[config.mk]
export PLATFORM = sky130hd
export DESIGN_NAME = rename_free_queue
export DESIGN_NICKNAME = d
export VERILOG_FILES = /design/src/rtl/rename_free_queue_pkg.sv /design/src/rtl/rename_fifo_core.sv /design/src/rtl/rename_free_queue.sv
export SDC_FILE = /design/constraint.sdc
export NUM_CORES = 1
export LEC_CHECK = 0
export CORE_MARGIN = 5
export CORE_UTILIZATION = 35
export DETAILED_ROUTE_END_ITERATION = 12
export GPL_TIMING_DRIVEN = 0
export PLACE_DENSITY_LB_ADDON = 0.12
export SLEW_MARGIN = 40
export SYNTH_ARGS = -nofsm -noshare
export SYNTH_HDL_FRONTEND = slang
export SYNTH_HIERARCHICAL = 1
export SYNTH_SLANG_ARGS = --single-unit
[constraint.sdc]
create_clock -name CLK -period 2.6 [get_ports CLK]
set_clock_uncertainty 0.1 [all_clocks]
set_input_delay 0.52 -clock CLK [delete_from_list [all_inputs] [get_ports CLK]]
set_output_delay 0.52 -clock CLK [all_outputs]
set_load 0.005 [all_outputs]
[src/rtl/rename_free_queue_pkg.sv]
// Shared types for the rename free-name queue and the renaming register file.
package rename_free_queue_pkg;

  localparam int unsigned NameWidthDflt = 1;
  localparam int unsigned DepthDflt     = 4;
  localparam int unsigned PtrWidthDflt  = 2;

  typedef logic [NameWidthDflt-1:0] name_t;
  typedef logic [PtrWidthDflt-1:0]  ptr_t;

  typedef enum logic {StEmpty, StActive} fq_state_e;

  function automatic fq_state_e fq_next_state(fq_state_e state, logic push, logic pop,
                                              logic count_is_one);
    fq_state_e next;
    next = state;
    unique case (state)
      StEmpty:  if (push) next = StActive;
      StActive: if (pop && !push && count_is_one) next = StEmpty;
      default:  next = StEmpty;
    endcase
    return next;
  endfunction

endpackage

[src/rtl/rename_fifo_core.sv]
// Synchronous FIFO holding allocated physical names oldest-first, with head-data output.
module rename_fifo_core #(
  parameter int unsigned Width    = 1,
  parameter int unsigned Depth    = 4,
  parameter int unsigned PtrWidth = 2
) (
  input  logic                clk_i,
  input  logic                rst_ni,
  input  logic                push_i,
  input  logic [Width-1:0]    push_data_i,
  input  logic                pop_i,
  output logic                full_o,
  output logic                empty_o,
  output logic [Width-1:0]    head_data_o,
  output logic [PtrWidth:0]   count_o
);

  logic [Width-1:0]    mem_q [Depth];
  logic [PtrWidth-1:0] head_q, head_d;
  logic [PtrWidth-1:0] tail_q, tail_d;
  logic [PtrWidth:0]   count_q, count_d;
  logic                push_fire, pop_fire;

  assign full_o      = (count_q == (PtrWidth+1)'(Depth));
  assign empty_o     = (count_q == '0);
  assign head_data_o = mem_q[head_q];
  assign count_o     = count_q;

  // Full queue rejects pushes even when a pop fires in the same cycle.
  assign push_fire = push_i && !full_o;
  assign pop_fire  = pop_i && !empty_o;

  always_comb begin
    head_d  = head_q;
    tail_d  = tail_q;
    count_d = count_q;
    if (push_fire) tail_d = tail_q + PtrWidth'(1);
    if (pop_fire)  head_d = head_q + PtrWidth'(1);
    if (push_fire && !pop_fire)      count_d = count_q + (PtrWidth+1)'(1);
    else if (pop_fire && !push_fire) count_d = count_q - (PtrWidth+1)'(1);
  end

  always_ff @(posedge clk_i or negedge rst_ni) begin
    if (!rst_ni) begin
      head_q  <= '0;
      tail_q  <= '0;
      count_q <= '0;
    end else begin
      head_q  <= head_d;
      tail_q  <= tail_d;
      count_q <= count_d;
    end
  end

  always_ff @(posedge clk_i) begin
    if (push_fire) mem_q[tail_q] <= push_data_i;
  end

endmodule

[src/rtl/rename_free_queue.sv]
// In-order free-name queue: records allocated names and frees the head at commit once not busy.
module rename_free_queue
  import rename_free_queue_pkg::*;
#(
  parameter int unsigned name_width = NameWidthDflt,
  parameter int unsigned depth      = DepthDflt,
  parameter int unsigned ptr_width  = PtrWidthDflt
) (
  input  logic                  CLK,
  input  logic                  RST_N,
  input  logic                  ALLOC_E,
  input  logic [name_width-1:0] ALLOC_NAME,
  output logic                  ALLOC_READY,
  input  logic                  COMMIT_E,
  output logic                  COMMIT_READY,
  output logic [name_width-1:0] HEAD_NAME,
  input  logic                  BUSY_IN,
  output logic [name_width-1:0] NAME_F,
  output logic                  FE,
  output logic [ptr_width:0]    COUNT
);

  logic full, empty, push, pop;
  logic [name_width-1:0] name_f_q;
  logic fe_q;
  fq_state_e state_q;

  rename_fifo_core #(
    .Width    (name_width),
    .Depth    (depth),
    .PtrWidth (ptr_width)
  ) u_core (
    .clk_i       (CLK),
    .rst_ni      (RST_N),
    .push_i      (push),
    .push_data_i (ALLOC_NAME),
    .pop_i       (pop),
    .full_o      (full),
    .empty_o     (empty),
    .head_data_o (HEAD_NAME),
    .count_o     (COUNT)
  );

  assign ALLOC_READY  = !full;
  assign COMMIT_READY = !empty && !BUSY_IN;
  assign push         = ALLOC_E && ALLOC_READY;
  assign pop          = COMMIT_E && COMMIT_READY;

  assign FE     = fe_q;
  assign NAME_F = name_f_q;

  always_ff @(posedge CLK or negedge RST_N) begin
    if (!RST_N) begin
      fe_q     <= 1'b0;
      name_f_q <= '0;
      state_q  <= StEmpty;
    end else begin
      fe_q    <= pop;
      if (pop) name_f_q <= HEAD_NAME;
      state_q <= fq_next_state(state_q, push, pop, COUNT == (ptr_width+1)'(1));
    end
  end

  // Control state must always agree with occupancy.
  a_state_matches_count: assert property (@(posedge CLK) disable iff (!RST_N)
    (state_q == StEmpty) == (COUNT == '0));

endmodule

==> results of run 1 <==
-- through the flow --
step	hold WS (ns)	TNS [ns]	worst slack (ns)	area, um2	total power [mW]
2_1_floorplan	0.124	0	0.306	669	0.660
3_3_place_gp	0.370	-0.0553	-0.0553	831	0.829
3_5_place_dp	0.377	-0.0495	-0.0495	831	0.837
4_1_cts	0.389	0	0.134	857	0.966
5_1_grt	0.407	0	0.00554	857	1.04
6_report	0.389	0	0.158	857	0.945
-- state kept, by name (all words and copies together), names as in the netlist --
name            flops
u_core/head_q       2
u_core/count_o      3
NAME_F              1
FE                  1
u_core/mem_q        4
u_core/tail_q       2
-- how the worst max path moves through the flow --
stage	slack [ns]	from	endpoint	cells past startpoint
floorplan	0.31	u_core/count_o[0]	u_core/count_o[2]	10
global placement	-0.06	ALLOC_E	u_core/count_o[2]	10
detailed placement	-0.05	ALLOC_E	u_core/count_o[2]	10
CTS	0.13	u_core/count_o[0]	u_core/count_o[2]	10
global route	0.006	u_core/count_o[0]	u_core/count_o[2]	10
finish	0.16	u_core/count_o[0]	u_core/count_o[2]	10
-- worst max-delay path: cells and delay by family, from the launching register on --
| family | cells | cell delay, ns |
|---|---|---|
| AND/OR/NAND/NOR | 4 | 0.75 |
| XOR/XNOR | 2 | 0.32 |
| buffers and inverters | 2 | 0.19 |
| flip-flops | 1 | 0.47 |
| adder cells (fa/ha/maj) | 2 | 0.56 |
-- routing by layer --
metal / vias to the layer above / track usage [%] / wire, um
met3: 0 / 5.82 / 72
met4: 0 / 1.28 / 0
met5: - / 0 / 0
met2: 11 / 12.3 / 459
li1: 195 / - / -
met1: 184 / 10.6 / 436
-- cells in the final DEF, fill, tap and decap left out, types with 2 or more instances in the layout --
cell,Yosys,routed
clkdlybuf4s50_1,0,13
dfrtp_1,9,9
inv_1,5,5
ha_1,5,5
xnor2_1,4,4
edfxtp_1,4,4
nor2_1,3,3
clkbuf_4,0,3
and2_1,3,3
nor2b_1,2,2
nor3b_4,2,2
nand2_1,2,2
xor2_1,2,2
-- cells by family after synthesis --
logic type | share of synthesized area (%)
buffers and inverters | 4.49
and+or+nand+nor | 14.8
xor gates and xnor gates | 7.85
DFF | 51.6
adders and majority gates | 12.3
muxes | 8.97
-- power groups by stage --
| stage | sequential, mW | combinational (mW) | clock (mW) |
|---|---|---|---|
| 4_1_cts | 0.378 | 0.457 | 0.131 |
| 3_5_place_dp | 0.381 | 0.456 | 0 |
| 5_1_grt | 0.389 | 0.503 | 0.148 |
| 6_report | 0.375 | 0.445 | 0.126 |
| 2_1_floorplan | 0.373 | 0.287 | 0 |
| 3_3_place_gp | 0.380 | 0.449 | 0 |
-- area by class of cell --
class                           instances  area [um2]  share of cell area, %
Tap cell                               25        31.3                   3.65
Buffer                                  1        11.3                   1.31
Timing Repair Buffer                   13         130                   15.2
Inverter                                5        18.8                   2.19
Sequential cell                        13         345                   40.3
Multi-Input combinational cell         30         294                   34.3
Clock buffer                            4        26.3                   3.07
==> impl_metrics.csv, run 1 <==
group,metric,value,unit
critical_path,crit_fanout,5,
die,rows,15,
place,gp_congestion,0.704,
min_path,hold_depth,1,
power,power_density,1100,nW/um2
logic_synthesis,synth_nets,61,
global_route,grt_use_total,8.53,%
die,io_pins,14,
logic_synthesis,synthFlopType,"dfrtp_1",
logic_synthesis,ys_warn_count,6,
global_route,grt_pass1_vias,392,
die,fp.dieH,53.7,um
critical_path,end_kind,"flop",
route,routed_wl,968,um
finish,fillCellCount,186,
die,start_util,37.9,%
logic_synthesis,ys_types,19,
timing,setup_viol,0,
global_route,grt_pass1_wl,1700,um
logic_synthesis,synthTopCellsByArea,"dfrtp_1, edfxtp_1, ha_1, nor3b_4, xnor2_1",
clock_network,tritoncts,"yes",
power,power_leakage,0.363,nW
critical_path,crit_path_cell_trace,"or3_1 -> inv_1 -> nor3b_4 -> nand2_1 -> ha_1 -> inv_1 -> fa_1 -> xor2_1 -> nor2_1 -> xor2_1",
route,drt_iter0_drc,14,
logic_synthesis,synth_most_common_cell,"dfrtp_1",
logic_synthesis,yosysSeqAreaShare,51.6,%
route,drc,0,
finish,layout.nets,79,
route,firstDrtPassIters,3,
power,p_switching,0.312,mW
global_route,grt_remaining_overflow,0,
timing,period_needed,2.44,ns
timing,slew_viol_final,0,
critical_path,worstPathArrival,2.54,ns
clock_network,post_cts_buffers,0,
timing,fin_crit_sh,93.9,%
logic_synthesis,synth_common_cells,"dfrtp_1, ha_1, inv_1",
critical_path,cp_slowest_cell,"dfrtp_1",
critical_path,path_class,"flop to flop",
logic_synthesis,synthesis.instances,49,
finish,final_util,48.6,%
critical_path,r2r_slack,0.16,ns
power,p_int,0.634,mW
route,avgViaCountPerCell,4.29,
critical_path,r2r_end,"u_core/count_o[2]",
clock_network,ctsResizeCount,0,
clock_network,cts_buffers,3,
die,chipWidth,53.7,um
timing,fmax,0.409,GHz
logic_synthesis,syn-cell-area,669,um2
min_path,min_to,"u_core/head_q[1]",
power,seqPwrFrac,39.7,%
place,dp_cells,87,
power,clkPwrFrac,13.3,%
critical_path,slowest_delay,0.47,ns
route,wl_per_cell,10.6,um
clock_network,cts_hold_buf,0,
clock_network,cts_sinks,13,
logic_synthesis,netlist.top_cell.by_area,"dfrtp_1",
power,switching_share,33.0,%
logic_synthesis,async_flop_share,69.2,%
clock_network,cts_buffer_depth,2,
critical_path,reg2reg_from,"u_core/count_o[0]",
die,core-area,1760,um2
power,power.share.combinational,47.0,%
global_route,grt_max_degree,10,
logic_synthesis,synth_top_area_share,33.6,%
finish,drive_above_1_share,13.6,%
place,dp_hpwl,785,um
clock_network,insertion_delay,0.27,ns
timing,hold_violations,0,
flow_run,cap_violations,0,
power,peakVddDrop,0.508,mV
timing,rsz0062_at_grt,"false",
die,die-area,2890,um2
place,port_buffers,13,
status,status,"completed",
clock_network,cts.root.buffer_cell,"clkbuf_4",
logic_synthesis,syn_avg_cell_area,13.7,um2
global_route,antenna_found_initial,0,
route,final_antenna_net_count,0,
clock_network,cts_max_level,1,
finish,diodes,0,
finish,syn_to_final_growth,28.0,%
critical_path,startpoint_type,"flop",
critical_path,crit_required,2.70,ns
critical_path,rr_worst_depth,10,
logic_synthesis,ys_ff_latch,13,
timing,slew-limit-headroom,72.9,%
min_path,hp-class,"flop to flop",
timing,worst_slew_pin_slew,0.405,ns
min_path,min-delay-start,"u_core/head_q[1]",
logic_synthesis,synth_edf_count,4,
finish,final_cells,91,
clock_network,clk_pin_slew,0.08,ns
route,vias,390,
Power figures use the tool's default switching activity.
==> inputs of run 2 (changes only) <==
--- a/config.mk
+++ b/config.mk
@@ -7,6 +7,7 @@
 export LEC_CHECK = 0
 export CORE_MARGIN = 5
 export CORE_UTILIZATION = 35
+export CTS_BUF_LIST = sky130_fd_sc_hd__clkbuf_8
 export DETAILED_ROUTE_END_ITERATION = 12
 export GPL_TIMING_DRIVEN = 0
 export PLACE_DENSITY_LB_ADDON = 0.12
==> run 2 against run 1 <==
Routed wire length down 1.5%. Worst setup slack improved by 0.0016 ns. Sequential share of layout area down 0.86 points. Sequential power about the same. Core utilization up 1.1 points. Combinational power barely moved. Via count fell by 0.26%. Non-clock buffer count unchanged. Largest cell class unchanged. Largest power group unchanged.
==> impl_metrics.csv, run 2 (same netlist as run 1, synthesis figures left out) <==
group,metric,value,unit
die,rows,15,
finish,regMostFlops,"u_core/mem_q",
die,io_pins,14,
clock_network,ctsResizeCount,0,
critical_path,end_kind,"flop",
die,die-area,2890,um2
critical_path,crit_required,2.66,ns
finish,fillCellCount,180,
timing,setup_viol,0,
route,final_antenna_net_count,0,
power,power_density,1130,nW/um2
global_route,antenna_found_initial,0,
die,chipWidth,53.7,um
critical_path,path_class,"flop to flop",
critical_path,startpoint_type,"flop",
clock_network,cts_buffer_depth,2,
power,total_power,0.992,mW
global_route,grt_pass1_wl,1700,um
finish,final_util,49.6,%
finish,multiInputGateArea,294,um2
finish,final_common_cell,"clkdlybuf4s50_1",
min_path,min-delay-start,"u_core/head_q[1]",
global_route,grt_use_total,8.35,%
clock_network,insertion_delay,0.24,ns
route,vias,389,
min_path,min_to,"u_core/head_q[1]",
place,dp_hpwl,785,um
critical_path,r2r_slack,0.16,ns
timing,worst_slew_pin_slew,0.405,ns
timing,slew-limit-headroom,72.9,%
route,drt_iter0_drc,0,
timing,rsz0062_at_grt,"false",
global_route,grt_remaining_overflow,0,
place,gp_congestion,0.704,
clock_network,post_cts_buffers,0,
clock_network,tritoncts,"yes",
power,peakVddDrop,0.590,mV
clock_network,cts_hold_buf,0,
route,routed_wl,953,um
finish,drive_above_1_share,13.6,%
global_route,grt_max_degree,10,
critical_path,crit_fanout,5,
finish,syn_to_final_growth,30.8,%
clock_network,clk_pin_slew,0.05,ns
die,fp.dieH,53.7,um
clock_network,cts_buffers,3,
route,drc,0,
clock_network,cts_sinks,13,
global_route,grt_pass1_vias,393,
critical_path,r2r_end,"u_core/count_o[2]",
critical_path,critPathBufInv,2,
critical_path,path_delay_family,"simple AND/OR/NAND/NOR gates",
critical_path,cp_slowest_cell,"dfrtp_1",
timing,finalHoldWorstSlack,0.384,ns
timing,hold_violations,0,
timing,period_needed,2.44,ns
die,start_util,37.9,%
route,wl_per_cell,10.5,um
critical_path,rr_worst_depth,10,
critical_path,reg2reg_from,"u_core/count_o[0]",
finish,regArea,345,um2
power,power_leakage,0.375,nW
min_path,hold_depth,1,
route,firstDrtPassIters,1,
finish,diodes,0,
flow_run,cap_violations,0,
finish,layout_common_cells,"clkdlybuf4s50_1, dfrtp_1, inv_1",
finish,layout.nets,79,
die,core-area,1760,um2
place,port_buffers,13,
clock_network,cts.root.buffer_cell,"clkbuf_8",
timing,slew_viol_final,0,
critical_path,crit_path_cell_trace,"or3_1 -> inv_1 -> nor3b_4 -> nand2_1 -> ha_1 -> inv_1 -> fa_1 -> xor2_1 -> nor2_1 -> xor2_1",
timing,fin_crit_sh,93.9,%
min_path,hp-class,"flop to flop",
clock_network,cts_max_level,1,
critical_path,worstPathArrival,2.50,ns
timing,setup_tns,0,ns
finish,largest_reg_flops,4,
critical_path,path_depth,10,
route,avgViaCountPerCell,4.27,
critical_path,slowest_delay,0.46,ns
status,status,"completed",
timing,fmax,0.410,GHz
[run 2: cell count changes in the layout (fill, tap and decap cells not counted)]
cell and delta:
clkbuf_8 +3, clkbuf_4 -3, clkbuf_1 -1, inv_1 +1
[run 2: worst max path at each step]
stage                      startpoint           endpoint
finish              u_core/count_o[0]  u_core/count_o[2]
global route        u_core/count_o[0]  u_core/count_o[2]
CTS                 u_core/count_o[0]  u_core/count_o[2]
floorplan           u_core/count_o[0]  u_core/count_o[2]
detailed placement            ALLOC_E  u_core/count_o[2]
global placement              ALLOC_E  u_core/count_o[2]
[run 2: area by class of cell]
class / instances / share of cell area (%)
repair buffers: 13 / 14.9
plain buffers: 1 / 1.29
multi-input cells: 30 / 33.6
clock inverters: 1 / 0.429
inverters: 5 / 2.14
clock buffers: 3 / 4.71
flip-flops and latches: 13 / 39.4
well taps: 25 / 3.57
[run 2: report_power, final]
group / total, mW / internal, mW / switching (mW)
Combinational: 0.445 / 0.278 / 0.167
Sequential: 0.376 / 0.297 / 0.0784
Clock: 0.171 / 0.104 / 0.0669
Total: 0.992 / 0.679 / 0.313
[run 2: routing by layer]
layer  GRT usage, %  share of wire [%]  vias up
met5              0                  0        -
met4           1.28                  0        0
met3           4.99                6.7        0
met2           12.3                 49       10
met1           10.6                 44      184
li1               -                  -      195
[run 2: per-stage QoR]
stage          setup WS (ns)  instances  area (um2)
2_1_floorplan          0.306         49         669
3_3_place_gp         -0.0553         87         831
3_5_place_dp         -0.0495         87         831
4_1_cts                0.140         91         876
5_1_grt               0.0108         91         876
6_report               0.159         91         876
[run 2: worst register-to-register path: stages (launching register included)]
cell and delay, ns:
dfrtp_1 0.46, or3_1 0.45, inv_1 0.13, nor3b_4 0.07
nand2_1 0.10, ha_1 0.19, inv_1 0.06, fa_1 0.37
xor2_1 0.17, nor2_1 0.13, xor2_1 0.15
==> inputs of run 3 (changes only) <==
--- a/config.mk
+++ b/config.mk
@@ -5,14 +5,15 @@
 export SDC_FILE = /design/constraint.sdc
 export NUM_CORES = 1
 export LEC_CHECK = 0
+export CORE_ASPECT_RATIO = 1.2
 export CORE_MARGIN = 5
 export CORE_UTILIZATION = 35
 export CTS_BUF_LIST = sky130_fd_sc_hd__clkbuf_8
 export DETAILED_ROUTE_END_ITERATION = 12
+export GPL_ROUTABILITY_DRIVEN = 0
 export GPL_TIMING_DRIVEN = 0
 export PLACE_DENSITY_LB_ADDON = 0.12
 export SLEW_MARGIN = 40
 export SYNTH_ARGS = -nofsm -noshare
 export SYNTH_HDL_FRONTEND = slang
-export SYNTH_HIERARCHICAL = 1
 export SYNTH_SLANG_ARGS = --single-unit
==> run 3 against run 2 <==
Sequential power rose by 1%. Critical path depth fell by 3. First-iteration DRC count rose by 4. Sequential share of layout area rose by 1.5 points. Cell count fell by 9.9%. Fmax rose by 3.5%.
==> impl_metrics.csv, run 3 <==
group,metric,value,unit
logic_synthesis,async_flop_share,69.2,%
clock_network,cts_buffers,3,
route,drt_iter0_drc,4,
clock_network,cts_sinks,13,
finish,layout.nets,76,
status,status,"completed",
timing,slew-limit-headroom,72.6,%
logic_synthesis,synth_common_cells,"dfrtp_1, ha_1",
logic_synthesis,synthAdderAreaFrac,12.8,%
min_path,hp-class,"flop to flop",
clock_network,cts_max_level,1,
power,peakVddDrop,0.473,mV
global_route,grt_use_total,8.13,%
power,power_leakage,0.361,nW
logic_synthesis,synth_edf_count,4,
finish,diodes,0,
critical_path,worstPathArrival,2.38,ns
route,final_antenna_net_count,0,
flow_run,cap_violations,0,
place,place_ws,-0.00591,ns
clock_network,clk_pin_slew,0.05,ns
logic_synthesis,synth_most_common_cell,"dfrtp_1",
critical_path,crit_fanout,4,
die,core-area,1810,um2
logic_synthesis,synthesis.instances,46,
critical_path,r2r_slack,0.42,ns
finish,largest_reg_flops,4,
critical_path,startpoint_type,"input port",
timing,setup_ws,0.243,ns
clock_network,cts_hold_buf,0,
timing,fmax,0.424,GHz
route,firstDrtPassIters,2,
clock_network,cts.root.buffer_cell,"clkbuf_8",
timing,fin_crit_sh,90.7,%
logic_synthesis,synth_nets,58,
logic_synthesis,synth_top_family_by_area,"adder cells",
clock_network,ctsResizeCount,0,
timing,setup_viol,0,
clock_network,tritoncts,"yes",
finish,layout_common_cells,"clkdlybuf4s50_1, dfrtp_1, inv_1, ha_1",
finish,final_common_cell,"clkdlybuf4s50_1",
logic_synthesis,syn_avg_cell_area,14.0,um2
critical_path,path_class,"input port to flop",
critical_path,r2r_end,"u_core.count_o[2]",
logic_synthesis,synth_xor_xnor_area_share,8.16,%
critical_path,end_kind,"flop",
finish,syn_to_final_growth,30.9,%
logic_synthesis,syn-cell-area,644,um2
die,io_pins,14,
clock_network,insertion_delay,0.23,ns
logic_synthesis,netlist.top_cell.by_area,"dfrtp_1",
critical_path,rr_worst_depth,9,
timing,worst_slew_pin_slew,0.410,ns
global_route,antenna_found_initial,0,
logic_synthesis,synthFlopType,"dfrtp_1",
place,dp_hpwl,798,um
logic_synthesis,ys_ff_latch,13,
clock_network,cts_buffer_depth,2,
logic_synthesis,synth-simple-area-share,12.0,%
critical_path,crit_required,2.62,ns
global_route,grt_pass1_wl,1750,um
power,power_density,1100,nW/um2
logic_synthesis,yosysSeqAreaShare,53.6,%
logic_synthesis,ys_types,17,
min_path,min-delay-start,"u_core.head_q[1]",
die,start_util,35.6,%
timing,rsz0062_at_grt,"false",
critical_path,reg2reg_from,"u_core.count_o[1]",
finish,drive_above_1_share,15.9,%
timing,period_needed,2.36,ns
logic_synthesis,synthTopCellsByArea,"dfrtp_1, edfxtp_1, ha_1, xor2_1, and2_1",
finish,final_util,46.6,%
route,routed_wl,1010,um
finish,regMostFlops,"u_core.mem_q",
route,wl_per_cell,12.4,um
die,chipWidth,49.2,um
die,fp.dieH,57,um
die,rows,17,
logic_synthesis,synth-compound-area-share,1.75,%
timing,slew_viol_final,0,
die,die-area,2800,um2
global_route,grt_remaining_overflow,0,
route,vias,373,
logic_synthesis,synth_top_area_share,35.0,%
logic_synthesis,ys_warn_count,0,
min_path,hold_depth,1,
clock_network,post_cts_buffers,0,
global_route,grt_pass1_vias,373,
min_path,min_to,"u_core.head_q[1]",
timing,hold_violations,0,
route,avgViaCountPerCell,4.55,
global_route,grt_max_degree,10,
logic_synthesis,synthMuxAreaShare,9.32,%
place,port_buffers,13,
route,drc,0,
==> run 3: metrics by stage <==
stage,hold slack (ns),power (mW),TNS [ns],cells,instance area (um2)
finish,0.376,0.927,0,82,843
detailed placement,0.376,0.770,-0.00591,78,798
global placement,0.382,0.761,-0.00147,78,798
global route,0.398,1.00,0,82,843
floorplan,0.124,0.597,0,46,644
CTS,0.385,0.944,0,82,843
==> run 3: layout make-up <==
cell class | instances | area (um2)
multi-input cells | 29 | 284
inverters | 4 | 15.0
clock inverters | 1 | 3.75
flip-flops and latches | 13 | 345
repair buffers | 13 | 130
fillers | 159 | 965
well taps | 19 | 23.8
clock buffers | 3 | 41.3
==> run 3: routing by layer <==
| layer | part of all wire (%) | track usage [%] | wire, um | vias to the layer above |
|---|---|---|---|---|
| met4 | 0 | 5.77 | 0 | 0 |
| met1 | 46 | 10.8 | 463 | 178 |
| met2 | 48 | 11.2 | 485 | 8 |
| met5 | 0 | 0 | 0 | - |
| li1 | - | - | - | 187 |
| met3 | 6.4 | 2.35 | 65 | 0 |
==> run 3: logic make-up after synthesis <==
logic type	after synthesis
compound gates	1
xor+xnor	6
fa+ha+maj	6
buf+inv	4
flops	13
mux	4
simple gates	12
==> run 3: worst max-delay path, cell delays in order <==
cell and delay, ns:
clkdlybuf4s50_1 0.48, nor3b_4 0.33, inv_1 0.09, ha_1 0.23
inv_1 0.07, fa_1 0.40, mux2_2 0.26
==> run 3: report_power, final <==
part           switching, mW  leakage, nW  internal, mW
registers             0.0845        0.143         0.296
logic                  0.142        0.191         0.234
clock network         0.0664       0.0269         0.104
total                  0.293        0.361         0.634
==> run 3: worst max path at each step <==
stage	endpoint	startpoint	slack [ns]
floorplan	u_core.count_o[2]	u_core.count_o[1]	0.56
global placement	u_core.count_o[1]	BUSY_IN	-0.001
detailed placement	u_core.count_o[1]	BUSY_IN	-0.006
CTS	u_core.count_o[1]	BUSY_IN	0.23
global route	u_core.count_o[1]	BUSY_IN	0.15
finish	u_core.count_o[1]	BUSY_IN	0.24
